<file path="config.mk">
export PLATFORM = sky130hd
export DESIGN_NAME = uart_tx_fifo
export DESIGN_NICKNAME = d
export VERILOG_FILES = /design/src/rtl/uart_tx_fifo.sv
export SDC_FILE = /design/constraint.sdc
export NUM_CORES = 1
export LEC_CHECK = 0
export ABC_CLOCK_PERIOD_IN_PS = 2900
export CELL_PAD_IN_SITES_DETAIL_PLACEMENT = 1
export CELL_PAD_IN_SITES_GLOBAL_PLACEMENT = 1
export CORE_MARGIN = 3
export CORE_UTILIZATION = 34
export DETAILED_ROUTE_END_ITERATION = 12
export GPL_ROUTABILITY_DRIVEN = 0
export PLACE_DENSITY_LB_ADDON = 0.1
export SLEW_MARGIN = 20
export SYNTH_ARGS = -nofsm -noshare
export SYNTH_HDL_FRONTEND = slang
export SYNTH_SLANG_ARGS = --single-unit
</file>
<file path="constraint.sdc">
create_clock -name i_Clock -period 2.9 [get_ports i_Clock]
set_clock_uncertainty 0.05 [all_clocks]
set_input_delay 0.58 -clock i_Clock [delete_from_list [all_inputs] [get_ports i_Clock]]
set_output_delay 0.58 -clock i_Clock [all_outputs]
set_load 0.03 [all_outputs]
</file>
<file path="src/rtl/uart_tx_fifo.sv">
// uart_tx_fifo: 8N1 UART transmitter fed by a small byte FIFO.
// Bytes written while o_Tx_Ready is high are queued. The FSM pops the head
// byte whenever it is idle and something is queued, then serialises it
// LSB first. Every output driven by the FSM is a register, so the line
// can only change on a clock edge and never glitches.
module uart_tx_fifo #(
    parameter int CLKS_PER_BIT = 10416,
    parameter int FIFO_DEPTH   = 16
) (
    input  logic                          i_Clock,
    input  logic                          i_Reset,
    input  logic                          i_Tx_DV,
    input  logic [7:0]                    i_Tx_Byte,
    output logic                          o_Tx_Ready,
    output logic                          o_Tx_Serial,
    output logic                          o_Tx_Active,
    output logic                          o_Tx_Done,
    output logic [$clog2(FIFO_DEPTH):0]   o_Fifo_Count
);

    localparam int          AW         = $clog2(FIFO_DEPTH);
    localparam logic [AW:0] FULL_COUNT = (AW + 1)'(FIFO_DEPTH);
    localparam logic [15:0] CLK_LAST   = 16'(CLKS_PER_BIT - 1);

    typedef enum logic [2:0] {
        IDLE      = 3'd0,
        START_BIT = 3'd1,
        DATA_BITS = 3'd2,
        STOP_BIT  = 3'd3,
        CLEANUP   = 3'd4
    } state_t;

    state_t          state;
    logic [7:0]      mem [FIFO_DEPTH];
    logic [AW-1:0]   wr_ptr;
    logic [AW-1:0]   rd_ptr;
    logic [AW:0]     count;
    logic [7:0]      shift_reg;
    logic [2:0]      bit_index;
    logic [15:0]     clk_count;
    logic            write_accept;
    logic            pop;

    // A write is only taken when there is room; the pop happens in the single
    // IDLE cycle in which the FSM loads the shift register.
    assign write_accept = i_Tx_DV && (count != FULL_COUNT);
    assign pop          = (state == IDLE) && (count != '0);
    assign o_Tx_Ready   = (count != FULL_COUNT);
    assign o_Fifo_Count = count;

    // Store accepted bytes; storage needs no reset because count gates reads.
    always_ff @(posedge i_Clock) begin
        if (write_accept && !i_Reset) begin
            mem[wr_ptr] <= i_Tx_Byte;
        end
    end

    // Pointers wrap naturally at the power-of-two depth; count tracks occupancy.
    always_ff @(posedge i_Clock) begin
        if (i_Reset) begin
            wr_ptr <= '0;
            rd_ptr <= '0;
            count  <= '0;
        end else begin
            if (write_accept) begin
                wr_ptr <= wr_ptr + 1'b1;
            end
            if (pop) begin
                rd_ptr <= rd_ptr + 1'b1;
            end
            case ({write_accept, pop})
                2'b10:   count <= count + 1'b1;
                2'b01:   count <= count - 1'b1;
                default: count <= count;
            endcase
        end
    end

    // Frame sequencer: each output is loaded together with the state change so
    // every bit occupies the line for exactly CLKS_PER_BIT cycles.
    always_ff @(posedge i_Clock) begin
        if (i_Reset) begin
            state       <= IDLE;
            o_Tx_Serial <= 1'b1;
            o_Tx_Active <= 1'b0;
            o_Tx_Done   <= 1'b0;
            clk_count   <= '0;
            bit_index   <= '0;
            shift_reg   <= '0;
        end else begin
            case (state)
                IDLE: begin
                    o_Tx_Serial <= 1'b1;
                    o_Tx_Active <= 1'b0;
                    o_Tx_Done   <= 1'b0;
                    clk_count   <= '0;
                    bit_index   <= '0;
                    if (pop) begin
                        shift_reg   <= mem[rd_ptr];
                        o_Tx_Serial <= 1'b0;
                        o_Tx_Active <= 1'b1;
                        state       <= START_BIT;
                    end
                end
                START_BIT: begin
                    if (clk_count == CLK_LAST) begin
                        clk_count   <= '0;
                        bit_index   <= '0;
                        o_Tx_Serial <= shift_reg[0];
                        state       <= DATA_BITS;
                    end else begin
                        clk_count <= clk_count + 16'd1;
                    end
                end
                DATA_BITS: begin
                    if (clk_count == CLK_LAST) begin
                        clk_count <= '0;
                        if (bit_index == 3'd7) begin
                            o_Tx_Serial <= 1'b1;
                            state       <= STOP_BIT;
                        end else begin
                            bit_index   <= bit_index + 3'd1;
                            o_Tx_Serial <= shift_reg[bit_index + 3'd1];
                        end
                    end else begin
                        clk_count <= clk_count + 16'd1;
                    end
                end
                STOP_BIT: begin
                    if (clk_count == CLK_LAST) begin
                        clk_count   <= '0;
                        o_Tx_Active <= 1'b0;
                        o_Tx_Done   <= 1'b1;
                        state       <= CLEANUP;
                    end else begin
                        clk_count <= clk_count + 16'd1;
                    end
                end
                CLEANUP: begin
                    o_Tx_Done <= 1'b0;
                    state     <= IDLE;
                end
                default: begin
                    o_Tx_Serial <= 1'b1;
                    o_Tx_Active <= 1'b0;
                    o_Tx_Done   <= 1'b0;
                    clk_count   <= '0;
                    bit_index   <= '0;
                    state       <= IDLE;
                end
            endcase
        end
    end

endmodule

</file>
==> run summary <==
The fmax is roughly 370 MHz. Using the TritonRoute via totals, the vias-per-cell ratio works out to 5.09. The worst hold path depth is 2. Global routing used roughly 14% of the available tracks. The flip-flop and latch count after synthesis is around 170. The kind of path behind the tightest hold check is flop to flop. The number of enable-type register cells in the synthesized netlist is 128. The transition time of the tightest slew-check pin is ~0.76 ns. The max-slew violation total from the final report came to 0. The netlist area before placement came out at approximately 0.0073 mm2. The total I/O pin count came out at 20. The worst setup path is launched from a flop. The worst slew slack as a fraction of its limit is between 40 and 50%. The average instance in the mapped netlist occupies 15.7 um2. In this run the core area contains 53 standard-cell rows.

The post-route fraction of the period consumed by the critical path is between 90% and 100%. Among all stages on the critical path, the largest delay is contributed by dfxtp_2. Dividing the detail-routed wire length by the instance count gives 20.0 um. The initial core utilization is about a third. The number of hold violations in the final report is 0.

In the post-synthesis netlist, the biggest area contributors are edfxtp_1 (52%), dfxtp_1 (13%), mux4_2 (6.1%), mux4_1 (5.0%), nor2_1 (3.0%). The clock-pin slew on the worst setup and hold paths came out at about 0.070 ns. The top flip-flop cell by instance count after synthesis is edfxtp_1. The total number of nets in the final design came out at around 540.

The floorplan core area is around 0.021 mm2. Together, buffers and inverters on the worst path number 2. The total length of routed wires came out at 16,100 um. The number of input and output port buffers inserted came out at 19. The pre-antenna-repair detailed-routing pass consisted of 4 iterations. The synthesized design spends more area on one cell type than any other, namely edfxtp_1. The buffer depth of the longest clock path is 2. The worst-case vdd ir drop is between 0.0003 and 0.0004 V. The startpoint identified for the worst hold timing path is o_Tx_Done.

The number of buffers inserted for hold repair after clock tree synthesis came out at 0. The antenna diode count came out at 0. The worst path in the final design needs a cycle of roughly 2.7 ns, including I/O delays and setup. The clock sink count came out at 174. The critical path required time is 3.20 ns. The largest net degree at the start of global routing came out at 36. The sequential-to-total area share from yosys stat is between 60% and 70%.

Summing over every cut layer, the via total after detailed routing is 4,095. Of the post-synthesis cell area, the dominant cell type holds a little over half. The die width came out at 153 um. The flow ran to the end, and the final reports show no timing, DRC or antenna violations. The total overflow left after global routing is 0. In the synthesized netlist the async set-or-reset flop fraction comes to 0%.

The number of cells on the worst reg-to-reg path is 11. In this run the remaining antenna-violating nets after routing total 0. The capture point of the worst reg-to-reg path is o_Fifo_Count[4]. The number of buffers added by the clock tree synthesis step is 17. Setup repair after global routing left no endpoint under its margin. The worst-case hold slack is 0.438 ns. Among cell families on the critical path, the largest total delay comes from simple AND/OR/NAND/NOR gates. The leakage component of the power came out at around 2.9 nW.

The most frequent cell after synthesis is edfxtp_1. The max capacitance violation total came out at 0. The area growth from synthesis to layout is 16.8%. For this design the ratio of total power to cell area is about 810 mW/mm2.

The kind of capture point of the worst setup path is a flop. The startpoint identified for the worst register-to-register timing path is o_Fifo_Count[2]. The critical path goes through nor4_4, buf_4, a2111oi_4, ha_2, inv_1, fa_1, nor2b_2, o21ai_1, and3_1, or4_1, a21oi_1. The register with the most flip-flops in the layout has ~130 of them. For the worst setup path, the data arrival time is just over 3 ns. Counting distinct cell types in the post-synthesis netlist gives 61. The slack of the worst reg-to-reg path is 0.18 ns. The DRC marker count from the first detailed-route iteration came out at around 250. The area enclosed by the die boundary is approximately 0.023 mm2.

The clock tree synthesis step divided the H-tree into 4 levels. The half-perimeter wire length of the detailed placement result is 10,500 um. The setup slack after layout is ~0.18 ns. The fraction of layout cells with a size suffix above 1 is between 20% and 30%. The tree is rooted in a clkbuf_16.

Counting instances in the post-synthesis netlist gives the leading cell types as edfxtp_1 (128), nor2_1 (58), dfxtp_1 (46). The number of cells produced by synthesis is 468. The later pin in the worst-skew pair is clocked with a latency of 0.43 ns. TritonCTS built the clock tree. The worst hold path terminates at o_Tx_Done. The placement-stage worst setup slack came out at -0.0849 ns.

The delay contributed by the slowest stage of the critical path is slightly below 0.4 ns. The number of antenna violations at the first check in global routing was 0. Yosys printed 0 warnings. The filler cell count is between 2,000 and 2,500. The net count of the mapped netlist is ~500. The via count of the first global-routing pass came out at 4,290. The worst setup path is of the flop to flop kind. The total setup violations reported at the end of the flow is 0. The die height is roughly 150 um. In this run the worst path has a maximum fanout of 4. The first-pass GRT wire length came out at 25,500 um. For this run, design rule violations remaining after detail routing come to 0.
==> power breakdown <==
part	switching [mW]	internal [mW]	leakage, nW	total (mW)
sequential	0.139	2.83	1.53	2.97
combinational	0.922	0.861	1.05	1.78
clock	0.996	1.20	0.274	2.20
total	2.06	4.90	2.85	6.96
==> worst register-to-register path, cell delays in order, from the launching register on <==
cell       delay, ns
dfxtp_2         0.39
nor4_4          0.08
buf_4           0.14
a2111oi_4       0.31
ha_2            0.26
inv_1           0.07
fa_1            0.39
nor2b_2         0.15
o21ai_1         0.09
and3_1          0.20
or4_1           0.39
a21oi_1         0.14
==> metal layers <==
metal	wire (um)	GRT usage (%)	vias up
li1	-	-	1904
met1	7500	19.6	2116
met2	7860	23.2	54
met3	424	2.75	21
met4	276	5.09	0
met5	0	0	-
==> final cells by class <==
class                           instances  area, um2  area share [%]
Tap cell                              275        344            4.01
Clock buffer                           19        433            5.05
Timing Repair Buffer                   52        463            5.40
Clock inverter                         13        125            1.46
Sequential cell                       174       4780            55.7
Inverter                               10       37.5           0.438
Multi-Input combinational cell        262       2390            27.9
==> cells in the final DEF (no fill, tap or decap), drive strengths merged, types with 2 or more instances in the layout <==
cell type	instances
mux2	2
o21ai	7
mux4	34
o21bai	2
and4	3
inv	18
buf	33
and3	4
a2111oi	2
nand2	24
xnor2	8
xor2	14
nor3b	4
dfxtp	46
clkinv	3
a21oi	12
clkdlybuf4s50	19
or3	2
nand4	7
nor4	3
nor2	59
mux2i	12
nand3	6
a22oi	17
nor2b	4
ha	12
a22o	3
nor3	5
clkbuf	19
edfxtp	128
==> cells by family (layout without fill, tap and decap cells) <==
| logic type | after synthesis | in the layout | share of synthesized area, % |
|---|---|---|---|
| muxes | 48 | 48 | 13.1 |
| DFF | 174 | 174 | 64.9 |
| xor gates and xnor gates | 22 | 22 | 2.62 |
| adders and majority gates | 13 | 13 | 2.32 |
| AOI/OAI and AO/OA | 49 | 49 | 4.86 |
| buffers and inverters | 32 | 94 | 2.57 |
| and+or+nand+nor | 130 | 130 | 9.66 |
==> metrics by stage <==
step / utilization, % / std cells / TNS (ns) / total power, mW / cell area (um2)
after global routing: 40.5 / 805 / 0 / 7.33 / 8580
after detailed placement: 37.8 / 772 / -0.0849 / 4.81 / 8000
after floorplan: - / 468 / 0 / 4.29 / 7350
final: 40.5 / 805 / 0 / 6.96 / 8580
after CTS: 40.5 / 804 / 0 / 7.04 / 8560
after global placement: 37.8 / 772 / -0.0570 / 4.77 / 8000
==> worst max-delay path by stage <==
stage,from,end,slack [ns],cells after the start
6_report,o_Fifo_Count[2],o_Fifo_Count[4],0.18,11
5_1_grt,o_Fifo_Count[2],o_Fifo_Count[4],0.008,11
4_1_cts,o_Fifo_Count[0],o_Fifo_Count[4],0.11,11
3_5_place_dp,i_Tx_DV,o_Fifo_Count[4],-0.08,11
3_3_place_gp,i_Tx_DV,o_Fifo_Count[4],-0.06,11
2_1_floorplan,o_Fifo_Count[1],o_Fifo_Count[4],0.005,11
==> repair_timing <==
action                                 4_1_cts  5_1_grt
gates resized for setup                      0        3
endpoints found under the hold margin        0        0
buffers inserted                             0        1
setup endpoints to repair                    0        1
Power figures use the tool's default switching activity.
